[src/rtl/rstmgr_crash_dump_reader.sv]
// Streams a slot-indexed crash dump out over a valid/ready port: optional header word,
// then slots 0..cnt-1, one slot fetched per two cycles, last flagged on the final word.
//
// state | meaning
// IDLE  | waiting for start_i; busy_o low
// HDR   | presenting header word {Magic, pad, cnt}
// FETCH | slot_sel_o = idx, capturing slot_i into the data register
// SEND  | presenting captured slot word; last when idx == cnt-1
module rstmgr_crash_dump_reader #(
  parameter int          IdxWidth = 4,
  parameter int          RdWidth  = 32,
  parameter bit          HeaderEn = 1'b1,
  parameter logic [15:0] Magic    = 16'hC0DE
) (
  input  logic                clk_i,
  input  logic                rst_i,
  input  logic                start_i,
  input  logic                abort_i,
  input  logic [IdxWidth-1:0] slots_cnt_i,
  output logic [IdxWidth-1:0] slot_sel_o,
  input  logic [RdWidth-1:0]  slot_i,
  output logic [RdWidth-1:0]  data_o,
  output logic                valid_o,
  output logic                last_o,
  input  logic                ready_i,
  output logic                busy_o,
  output logic                done_o,
  output logic                err_o
);

  typedef enum logic [1:0] {ST_IDLE, ST_HDR, ST_FETCH, ST_SEND} state_e;

  localparam logic [IdxWidth-1:0] IdxOne = {{(IdxWidth-1){1'b0}}, 1'b1};

  state_e              state_q, state_d;
  logic [IdxWidth-1:0] idx_q, idx_d;
  logic [IdxWidth-1:0] cnt_q, cnt_d;
  logic [IdxWidth-1:0] sel_q, sel_d;
  logic [RdWidth-1:0]  data_q, data_d;
  logic                valid_q, valid_d;
  logic                last_q, last_d;
  logic                busy_q, busy_d;
  logic                done_q, done_d;
  logic                err_q, err_d;
  logic [RdWidth-1:0]  hdr_word;

  always_comb begin
    hdr_word = '0;
    hdr_word[RdWidth-1 -: 16] = Magic;
    hdr_word[IdxWidth-1:0] = slots_cnt_i;

    state_d = state_q;
    idx_d   = idx_q;
    cnt_d   = cnt_q;
    sel_d   = sel_q;
    data_d  = data_q;
    valid_d = valid_q;
    last_d  = last_q;
    done_d  = 1'b0;
    err_d   = 1'b0;

    // Abort wins over any handshake in the same cycle; the word counts as not accepted.
    if (abort_i && state_q != ST_IDLE) begin
      state_d = ST_IDLE;
      valid_d = 1'b0;
      last_d  = 1'b0;
    end else begin
      case (state_q)
        ST_IDLE: begin
          if (start_i) begin
            if (slots_cnt_i == '0) begin
              err_d = 1'b1;
            end else begin
              cnt_d = slots_cnt_i;
              idx_d = '0;
              sel_d = '0;
              if (HeaderEn) begin
                state_d = ST_HDR;
                valid_d = 1'b1;
                data_d  = hdr_word;
                last_d  = 1'b0;
              end else begin
                state_d = ST_FETCH;
              end
            end
          end
        end
        ST_HDR: begin
          if (ready_i) begin
            state_d = ST_FETCH;
            valid_d = 1'b0;
          end
        end
        ST_FETCH: begin
          state_d = ST_SEND;
          data_d  = slot_i;
          valid_d = 1'b1;
          last_d  = (idx_q == cnt_q - IdxOne);
        end
        ST_SEND: begin
          if (ready_i) begin
            valid_d = 1'b0;
            last_d  = 1'b0;
            if (last_q) begin
              state_d = ST_IDLE;
              done_d  = 1'b1;
            end else begin
              idx_d   = idx_q + IdxOne;
              sel_d   = idx_q + IdxOne;
              state_d = ST_FETCH;
            end
          end
        end
        default: state_d = ST_IDLE;
      endcase
    end

    busy_d = (state_d != ST_IDLE);
  end

  always_ff @(posedge clk_i) begin
    if (rst_i) begin
      state_q <= ST_IDLE;
      idx_q   <= '0;
      cnt_q   <= '0;
      sel_q   <= '0;
      data_q  <= '0;
      valid_q <= 1'b0;
      last_q  <= 1'b0;
      busy_q  <= 1'b0;
      done_q  <= 1'b0;
      err_q   <= 1'b0;
    end else begin
      state_q <= state_d;
      idx_q   <= idx_d;
      cnt_q   <= cnt_d;
      sel_q   <= sel_d;
      data_q  <= data_d;
      valid_q <= valid_d;
      last_q  <= last_d;
      busy_q  <= busy_d;
      done_q  <= done_d;
      err_q   <= err_d;
    end
  end

  assign slot_sel_o = sel_q;
  assign data_o     = data_q;
  assign valid_o    = valid_q;
  assign last_o     = last_q;
  assign busy_o     = busy_q;
  assign done_o     = done_q;
  assign err_o      = err_q;

endmodule

[config.mk]
export PLATFORM = sky130hd
export DESIGN_NAME = rstmgr_crash_dump_reader
export DESIGN_NICKNAME = d
export VERILOG_FILES = /design/src/rtl/rstmgr_crash_dump_reader.sv
export SDC_FILE = /design/constraint.sdc
export NUM_CORES = 1
export LEC_CHECK = 0
export ABC_CLOCK_PERIOD_IN_PS = 1900
export BUFFER_PORTS_ARGS = -buffer_cell sky130_fd_sc_hd__clkbuf_2
export CAP_MARGIN = 20
export CORE_MARGIN = 2
export CORE_UTILIZATION = 30
export CTS_BUF_LIST = sky130_fd_sc_hd__clkbuf_4
export DETAILED_ROUTE_END_ITERATION = 16
export GPL_TIMING_DRIVEN = 0
export PLACE_DENSITY = 0.66
export SLEW_MARGIN = 20
export SYNTH_ARGS = -nofsm -noshare
export SYNTH_HDL_FRONTEND = slang
export SYNTH_SLANG_ARGS = --single-unit
[constraint.sdc]
create_clock -name clk_i -period 1.9 [get_ports clk_i]
set_clock_uncertainty 0.15 [all_clocks]
set_input_delay 0.285 -clock clk_i [delete_from_list [all_inputs] [get_ports clk_i]]
set_output_delay 0.285 -clock clk_i [all_outputs]
set_load 0.02 [all_outputs]
; ---- After elaboration in Yosys (flattened, before gate mapping)
; Index checks and enable logic that the tools add are counted.
[word_totals]
regBits = 47
word_cells = 67
[op_classes]
addsub = 2
eq_ne = 9
mux = 24
n_bitwise = 6
n_reduce_logical = 17
[ops]
columns = op, n
row1 = 2-to-1 mux 32 bit, 2
row2 = case mux 32 bit (2 select lines), 1
row3 = 2-to-1 mux 4 bit, 4
row4 = 2-to-1 mux 2 bit, 6
row5 = AND reduction 4 bit, 3
row6 = "inequality test 2 bit, second input constant", 4
row7 = case mux 2 bit (4 select lines), 1
row8 = case mux 4 bit (2 select lines), 1
row9 = nonzero test 2 bit, 4
row10 = OR reduction 4 bit, 2
row11 = 2-to-1 mux 1 bit, 7
row12 = inverter 1 bit, 6
row13 = case mux 1 bit (3 select lines), 2
row14 = AND reduction 6 bit, 1
row15 = "adder 4 x 1 -> 4 bit, second input constant", 1
row16 = "equality test 2 bit, second input constant", 2
row17 = equality test 4 bit, 1
row18 = logical NOT 4 bit, 1
row19 = OR reduction 2 bit, 2
row20 = "subtractor 4 x 1 -> 4 bit, second input constant", 1
row21 = AND reduction 3 bit, 1
row22 = nonzero test 3 bit, 1
row23 = "equality test 2 x 1 -> 1 bit, second input constant", 1
row24 = logical NOT 2 bit, 1
row25 = other kinds (2), 2

; ---- Longest topological paths before layout
; Gate-level depths: netlist of run 1.
[depth]
word_depth = 6
depth_mapped = 8
mapped_depth_nobuf = 6

; ---- Least setup slack after synthesis of run 1
; Ideal clock, no wire load.
[synth_path]
kind = flip-flop to flip-flop
startpoint = reg state_q[0]
endpoint = reg data_q[10], in the netlist data_o[10]
setup_time_ps = 117
t_arrival_ps = 1704
setup_slack_ps = -71
stages_incl_launch_ff = 9
synth_period_minus_slack_ps = 1971
path_cell_list = dfxtp_1 -> inv_1 -> ha_1 -> buf_2 -> inv_1 -> mux2i_2 -> nor2_1 -> buf_4 -> a22o_1
[synth_between]
elab_chain_len = 4
word_cells_on_any_way = 10
[synth_lines]
columns = element, line_no
row1 = "start, declared", 35  ; state_e state_q, state_d;
row2 = "start signal, assigned", 134  ; state_q <= state_d;
row3 = "parallel branches: the longest is 4 deep, another holds AND reduction 4 bit", --
row4 = "end signal, assigned", 138  ; data_q <= data_d;
row5 = "end, declared", 39  ; logic [RdWidth-1:0] data_q, data_d;
; Parallel ways; which one is timed is not known.
; A chain may end at the register's enable or synchronous reset.

; ---- Worst setup path after layout of run 1
[layout_path]
startpoint = in start_i
endpoint = reg data_q[11], in the netlist data_o[11]
[layout_between]
elab_chain_len = 2
[layout_lines]
columns = element, line_no
row1 = "start, declared", 17  ; input logic start_i,
row2 = inequality test 2 bit (no source line), --
row3 = AND reduction 4 bit (no source line), --
; Every way passes these cells.

==> impl_summary.txt, run 1 <==
----------------------------------------------------
[Pwr]
  Areal power density over the cells ... 769 mW/mm²
  Reported net switching power ... 630 µW
  Cell internal power dissipation ... 1540 µW
  Overall power of the completed layout ... 2170 µW
  Logic gate share of total power ... 23.5%
  Share of power burned in the clock network ... 27.1%
  Part of the power in registers ... 49.4%
  Leak Pwr ... 0.00127 µW
  Switching share of total power ... 29.0%
  Peak ir drop on the vdd network ... 0.000435 V

[Logic synthesis]
  Area share of the largest cell type after synthesis ... 48.6%
  Number of warnings issued by yosys ... 0
  Count of unique library cells instantiated by Yosys ... 41
  Post-Synthesis Net Count ... 242
  Netlist Area Pre-Place ... 0.00194 mm²
  Avg Inst Size Synth ... 9.93 µm²
  EDFF count, synth ... 0
  Synth async-reset ratio ... 0%
  Register area share after synthesis ... 48.6%
  Number of flip-flops and latches in the synthesized netlist ... 47
  Top post-synthesis cells by area ... sky130_fd_sc_hd__dfxtp_1, sky130_fd_sc_hd__a22o_1, sky130_fd_sc_hd__nor2_1, sky130_fd_sc_hd__ha_1, sky130_fd_sc_hd__o22ai_1
  Cell count after synthesis ... 195
  Post-synthesis cell type with the largest combined area ... sky130_fd_sc_hd__dfxtp_1
  Predominant post-synthesis flop cell ... sky130_fd_sc_hd__dfxtp_1

[Floorplanning]
  Starting density of the core ... 30.8%
  Total die area ... 0.00711 mm²
  Die width ... 84.3 µm
  Row count ... 29
  Area of the core ... 0.00628 mm²
  Io pins ... 82
  Height of the die ... 84.3 µm

[Critical path]
  Delay of the slowest critical-path stage ... 0.53 ns
  Setup crit end kind ... register
  Crit Reg-Reg Startpoint ... state_q[0]
  Setup CP Type ... in -> reg
  Reg-to-reg endpoint ... slot_sel_o[3]
  Slowest library cell on the worst path ... sky130_fd_sc_hd__dlygate4sd3_1
  R2r setup slk ... 0.07 ns
  WP data arrival ... 1.95 ns
  Critical path startpoint category ... input port
  Critical path data required time ... 2.01 ns
  Biggest fanout along the worst timing path ... 10
  Ordered list of cells on the worst path ... dlygate4sd3_1 > clkbuf_2 > o41a_1 > o211ai_4 > nor2_2 > buf_6 > a22o_1
  Logic depth of the worst register-to-register path ... 7

[Timing]
  Setup-violating endpoint count in the final report ... 0
  Setup repair after global routing missed its margin ... no
  Highest attainable clock frequency ... 544 MHz
  Fraction of the cycle the final worst path needs ... 96.8%
  Max-slew headroom at the worst pin ... 51.0%
  Slew at the pin closest to its max-slew limit ... 0.726 ns
  Post-route worst hold slack ... 0.0175 ns
  Final Hold Viols ... 0
  Final Slew Violations ... 0
  Min cycle time layout ... 1.84 ns

[Clock tree]
  Bufs on Longest Clock Path ... 2
  TritonCTS clock tree ... yes
  CTS clock-pin slew for the worst setup and hold paths ... 0.13 ns
  Clk Latency, worst-skew pair ... 0.36 ns
  Inserted Clock Buffers ... 5
  Clk Tree Root Cell ... sky130_fd_sc_hd__clkbuf_4
  Count of H-tree levels built during CTS ... 2
  Clock Sinks ... 47

[Routing]
  Overall routed net length ... 5430 µm
  Via-to-Cell Ratio ... 4.99
  DR vias ... 1932
  Final ANT Viol Nets ... 0
  Detailed-route wire length per cell ... 14.0 µm
  Count of routing violations after the opening detailed-route iteration ... 48
  Number of DRC violations after detailed routing ... 0
  Number of iterations in the first detailed-routing pass ... 4

[Global route]
  Maximum number of pins on one net before global-route repair ... 15
  Total gr overflow ... 0
  Initial antenna violation count ... 0
  First-pass GRT wire length ... 8750 µm
  Vias in the first global route ... 1840
  Aggregate global-route resource usage ... 15.1%

[Hold path]
  Class of the most critical hold timing path ... in -> reg
  Cell depth of the worst hold path ... 3
  Hold Crit Start ... slot_i[18]
  Hold endpoint ... data_o[18]

[Finish]
  Area used by multi-input combinational logic ... 941 µm²
  Final-layout fill cell count ... 598
  Post-layout util ... 45.0%
  Layout Area Growth over Synthesis ... 46.0%
  Fraction of final layout cells sized beyond drive strength 1 ... 38.1%
  Area of all sequential standard cells ... 943 µm²
  Count of inserted antenna diode cells ... 0
  Finished Cell Area ... 0.00283 mm²
  Count of nets after finishing ... 356

[Run]
  Max Cap Viol ... 0

[Place]
  Count of buffers from port buffering ... 81
  Global placer's final weighted congestion ... 0.873
  Detail Placement HPWL ... 3620 µm
  Placed Area ... 0.00245 mm²

[Status]
  Status ... finished, final reports clean

----------------------------------------------------
-- sequential cells by signal, summed over array words and instances, names as in the netlist --
| signal | cells |
|---|---|
| busy_o | 1 |
| data_o | 32 |
| last_o | 1 |
| done_o | 1 |
| err_o | 1 |
| cnt_q | 4 |
| valid_o | 1 |
| state_q | 2 |
| slot_sel_o | 4 |
-- how the worst max path moves through the flow --
stage / slack [ns] / end / start / depth (start not counted)
3_5_place_dp: -0.19 / data_o[22] / slots_cnt_i[3] / 6
6_report: 0.06 / data_o[11] / start_i / 7
2_1_floorplan: -0.006 / slot_sel_o[3] / state_q[0] / 8
4_1_cts: 0.006 / slot_sel_o[3] / state_q[1] / 8
5_1_grt: 0.005 / data_o[7] / start_i / 7
3_3_place_gp: -0.17 / data_o[16] / state_q[0] / 8
-- synthesized netlist by cell type, drive strengths merged, types with 2 or more instances --
| master | count |
|---|---|
| nand3 | 2 |
| a211oi | 5 |
| nor3 | 4 |
| o22ai | 9 |
| xor2 | 3 |
| a22oi | 4 |
| o41ai | 3 |
| nand2b | 3 |
| nand2 | 9 |
| nor4b | 2 |
| nor2 | 25 |
| o311ai | 2 |
| a21oi | 4 |
| clkbuf | 3 |
| dfxtp | 47 |
| mux2i | 5 |
| nand4 | 2 |
| inv | 8 |
| o21ai | 4 |
| buf | 8 |
| or4 | 4 |
| ha | 6 |
| a22o | 20 |
-- logic make-up after synthesis --
family          count (synthesis)  synth area share, %
compound gates                 58                 23.7
simple gates                   56                 14.1
flops                          47                 48.6
buf+inv                        19                 5.11
fa+ha+maj                       6                 3.88
mux                             5                 2.78
xor+xnor                        4                 1.81
-- routing by layer --
| layer | vias to the layer above | share of wire (%) | global-route usage (%) |
|---|---|---|---|
| met5 | - | 0 | 0 |
| met3 | 7 | 5.5 | 3.15 |
| met4 | 0 | 0.98 | 4.11 |
| li1 | 955 | - | - |
| met2 | 78 | 49 | 25.8 |
| met1 | 892 | 44 | 19.4 |
-- final cells by class --
type	count	share of cell area, %
buffer	9	2.52
sequential	47	33.4
clock buffer	5	1.33
timing repair buffer	109	23.6
tap	77	3.41
multi-input combinational	129	33.3
inverter	8	1.06
clock inverter	3	1.37
-- power by group through the flow --
stage,Clock [µW],Sequential [µW],Combinational [µW]
after global routing,659,1080,562
final,590,1070,511
after global placement,0,1090,411
after CTS,616,1070,486
after floorplan,0,1140,220
after detailed placement,0,1100,417
-- stage by stage --
| step | TNS (ns) | setup slack, ns | cells |
|---|---|---|---|
| finish | 0 | 0.0607 | 387 |
| global route | 0 | 0.00522 | 387 |
| CTS | 0 | 0.00554 | 387 |
| global placement | -4.98 | -0.172 | 353 |
| floorplan | -0.00570 | -0.00570 | 195 |
| detailed placement | -5.31 | -0.189 | 353 |
-- repair_timing --
item,in CTS,in global routing
endpoints found under the setup margin,35,35
hold buffers,21,0
pin swaps,0,1
endpoints found under the hold margin,21,0
gates cloned,0,0
setup buffers,5,2
gates resized for setup,8,11
-- layout by cell type (no fill, tap or decap), types with 3 or more instances in the layout --
cell,n
sky130_fd_sc_hd__a211oi_1,5
sky130_fd_sc_hd__a21oi_1,3
sky130_fd_sc_hd__a22o_1,20
sky130_fd_sc_hd__a22oi_1,4
sky130_fd_sc_hd__buf_4,10
sky130_fd_sc_hd__buf_6,3
sky130_fd_sc_hd__clkbuf_2,81
sky130_fd_sc_hd__clkbuf_4,6
sky130_fd_sc_hd__dfxtp_1,45
sky130_fd_sc_hd__dlygate4sd3_1,21
sky130_fd_sc_hd__ha_1,4
sky130_fd_sc_hd__inv_1,5
sky130_fd_sc_hd__inv_2,3
sky130_fd_sc_hd__mux2i_1,4
sky130_fd_sc_hd__nand2_1,9
sky130_fd_sc_hd__nand2b_1,3
sky130_fd_sc_hd__nor2_1,22
sky130_fd_sc_hd__nor2_2,3
sky130_fd_sc_hd__nor3_1,4
sky130_fd_sc_hd__o21ai_0,4
sky130_fd_sc_hd__o22ai_1,9
sky130_fd_sc_hd__o41ai_1,3
sky130_fd_sc_hd__or4_1,4
sky130_fd_sc_hd__xor2_1,3
-- critical path, delay by kind of cell --
| kind | cells | cell delay (ns) |
|---|---|---|
| compound gates | 3 | 0.76 |
| simple gates | 1 | 0.09 |
| buf+inv | 3 | 0.82 |
Power figures use the tool's default switching activity.
==> run 2, diff against run 1 <==
--- a/config.mk
+++ b/config.mk
@@ -14,6 +14,7 @@
 export DETAILED_ROUTE_END_ITERATION = 16
 export GPL_TIMING_DRIVEN = 0
 export PLACE_DENSITY = 0.66
+export SETUP_SLACK_MARGIN = 0.4
 export SLEW_MARGIN = 20
 export SYNTH_ARGS = -nofsm -noshare
 export SYNTH_HDL_FRONTEND = slang
==> impl_summary.txt, run 2 (synthesis results as in run 1) <==
----------------------------------------------------
[Timing]
  Fraction of the cycle the final worst path needs ... 93.7% (was 96.8%)
  Final Slew Violations ... 0 (unchanged)
  Final Hold Viols ... 0 (unchanged)
  Final-layout setup total negative slack ... 0 ns (unchanged)
  Setup-violating endpoint count in the final report ... 0 (unchanged)
  Worst Slack Setup Final ... 0.120 ns (was 0.0607 ns)
  Slew at the pin closest to its max-slew limit ... 0.524 ns (was 0.726 ns)
  Max-slew headroom at the worst pin ... 65.0% (was 51.0%)
  Setup repair after global routing missed its margin ... yes (was no)
  Highest attainable clock frequency ... 562 MHz (was 544 MHz)
  Min cycle time layout ... 1.78 ns (was 1.84 ns)

[Critical path]
  Worst setup startpoint ... state_q[1] (was start_i)
  Critical path data required time ... 2.01 ns (about the same)
  Crit Reg-Reg Startpoint ... state_q[1] (was state_q[0])
  Critical path startpoint category ... register (was input port)
  Logic depth of the worst register-to-register path ... 8 (was 7)
  Ordered list of cells on the worst path ... inv_2 > ha_4 > buf_8 > inv_8 > mux2i_4 > nor2_4 > buf_6 > a22o_1 (was dlygate4sd3_1 > clkbuf_2 > o41a_1 > o211ai_4 > nor2_2 > buf_6 > a22o_1)
  WP data arrival ... 1.89 ns (was 1.95 ns)
  Delay of the slowest critical-path stage ... 0.38 ns (was 0.53 ns)
  Setup CP Type ... reg -> reg (was in -> reg)
  R2r setup slk ... 0.12 ns (was 0.07 ns)
  Termination of the worst setup path ... data_o[13] (was data_o[11])
  Setup crit end kind ... register (unchanged)
  Reg-to-reg endpoint ... data_o[13] (was slot_sel_o[3])
  Slowest library cell on the worst path ... sky130_fd_sc_hd__dfxtp_2 (was sky130_fd_sc_hd__dlygate4sd3_1)
  Biggest fanout along the worst timing path ... 7 (was 10)

[Finish]
  Max reg flops ... 32 (unchanged)
  Count of inserted antenna diode cells ... 0 (unchanged)
  Leading cell types in the layout, fill and taps excluded ... sky130_fd_sc_hd__clkbuf_2, sky130_fd_sc_hd__dfxtp_1, sky130_fd_sc_hd__nor2_1, sky130_fd_sc_hd__dlygate4sd3_1, sky130_fd_sc_hd__a22o_1 (was sky130_fd_sc_hd__clkbuf_2, sky130_fd_sc_hd__dfxtp_1, sky130_fd_sc_hd__nor2_1)
  Fraction of final layout cells sized beyond drive strength 1 ... 47.0% (was 38.1%)
  Final-layout fill cell count ... 577 (was 598)
  Finished Cell Area ... 0.00305 mm² (was 0.00283 mm²)
  Area of all sequential standard cells ... 956 µm² (was 943 µm²)
  Layout Area Growth over Synthesis ... 57.8% (was 46.0%)
  Count of nets after finishing ... 367 (was 356)
  Area used by multi-input combinational logic ... 0.00105 mm² (was 941 µm²)
  Most common cell after layout, fill and taps aside ... sky130_fd_sc_hd__clkbuf_2 (unchanged)

[Global route]
  Maximum number of pins on one net before global-route repair ... 15 (unchanged)
  Vias in the first global route ... 1867 (was 1840)
  Aggregate global-route resource usage ... 15.5% (was 15.1%)
  First-pass GRT wire length ... 8830 µm (was 8750 µm)
  Initial antenna violation count ... 0 (unchanged)
  Total gr overflow ... 0 (unchanged)

[Routing]
  Final ANT Viol Nets ... 0 (unchanged)
  Count of routing violations after the opening detailed-route iteration ... 57 (was 48)
  DR vias ... 1989 (was 1932)
  Number of DRC violations after detailed routing ... 0 (unchanged)
  Overall routed net length ... 5720 µm (was 5430 µm)
  Number of iterations in the first detailed-routing pass ... 4 (unchanged)
  Detailed-route wire length per cell ... 14.4 µm (was 14.0 µm)
  Via-to-Cell Ratio ... 5.00 (was 4.99)

[Floorplanning]
  Height of the die ... 84.3 µm (unchanged)
  Row count ... 29 (unchanged)
  Io pins ... 82 (unchanged)
  Starting density of the core ... 30.8% (unchanged)
  Total die area ... 0.00711 mm² (unchanged)
  Area of the core ... 0.00628 mm² (unchanged)
  Die width ... 84.3 µm (unchanged)

[Place]
  Detail Placement HPWL ... 3520 µm (was 3620 µm)
  Count of buffers from port buffering ... 81 (unchanged)
  Placed Area ... 0.00250 mm² (was 0.00245 mm²)
  Pre-CTS setup slack ... -0.125 ns (was -0.189 ns)
  Global placer's final weighted congestion ... 0.798 (was 0.873)

[Clock tree]
  CTS clock-pin slew for the worst setup and hold paths ... 0.13 ns (about the same)
  Inserted Clock Buffers ... 5 (unchanged)
  Clock Sinks ... 47 (unchanged)
  TritonCTS clock tree ... yes (unchanged)
  Clk Tree Root Cell ... sky130_fd_sc_hd__clkbuf_4 (unchanged)
  Count of H-tree levels built during CTS ... 2 (unchanged)
  Clk Latency, worst-skew pair ... 0.36 ns (about the same)
  Bufs on Longest Clock Path ... 2 (unchanged)

[Hold path]
  Class of the most critical hold timing path ... in -> reg (unchanged)

[Run]
  Max Cap Viol ... 0 (unchanged)

[Pwr]
  Overall power of the completed layout ... 2170 µW (about the same)
  Leak Pwr ... 0.00135 µW (was 0.00127 µW)
  Peak ir drop on the vdd network ... 0.000398 V (was 0.000435 V)
  Areal power density over the cells ... 710 mW/mm² (was 769 mW/mm²)

[Status]
  Status ... finished, final reports clean (unchanged)

----------------------------------------------------
run 2: cell types whose count changed in the layout (fill, tap and decap cells not counted), moves of 3 or more:
cell,previous run,this run
sky130_fd_sc_hd__a22oi_1,4,0
sky130_fd_sc_hd__dfxtp_1,45,41
sky130_fd_sc_hd__buf_6,3,11
sky130_fd_sc_hd__a22oi_2,0,4
sky130_fd_sc_hd__dfxtp_4,0,3
run 2: where the power goes:
group | internal [µW] | total, µW | switching [µW]
Combinational | 291 | 609 | 319
Sequential | 1040 | 1080 | 34.2
Clock | 158 | 484 | 326
run 2: layer usage:
metal | share of wire [%] | track usage (%)
met5 | 0 | 0
met3 | 6.8 | 4.33
met1 | 45 | 19.0
met2 | 47 | 26.4
met4 | 1.2 | 4.84
run 2: worst min path at each step:
stage | to | slack [ns] | depth (start not counted) | start
2_1_floorplan | err_o | 0.26 | 2 | start_i
3_3_place_gp | valid_o | 0.30 | 2 | valid_o
3_5_place_dp | valid_o | 0.30 | 2 | valid_o
4_1_cts | data_o[23] | 0.005 | 3 | slot_i[23]
5_1_grt | data_o[23] | 0.01 | 3 | slot_i[23]
6_report | data_o[23] | 0.02 | 3 | slot_i[23]
run 2: area by class of cell:
cell class                      instances  area share (%)
Buffer                                 11            3.48
Clock buffer                            6            1.47
Clock inverter                          2           0.410
Inverter                                8            1.31
Multi-Input combinational cell        129            34.3
Sequential cell                        47            31.3
Tap cell                               77            3.15
Timing Repair Buffer                  118            24.6
run 2: stage by stage:
step | util (%) | std cells | hold WS, ns
floorplan | - | 195 | 0.259
global placement | 39.9 | 353 | 0.302
detailed placement | 39.9 | 353 | 0.302
CTS | 46.2 | 389 | 0.00536
global route | 48.7 | 398 | 0.0104
finish | 48.7 | 398 | 0.0248
run 2: critical path, delay by kind of cell, from the launching register on:
kind / cells / cell delay [ns]
mux: 1 / 0.33
compound gates: 1 / 0.19
simple gates: 1 / 0.08
flops: 1 / 0.38
fa+ha+maj: 1 / 0.15
buf+inv: 4 / 0.40
run 2: what timing repair did:
action,CTS,global route
hold buffers,20,1
pin swaps,12,4
gates cloned,0,1
gates resized for setup,21,24
setup endpoints to repair,46,50
hold endpoints to repair,20,1
buffers inserted,8,7
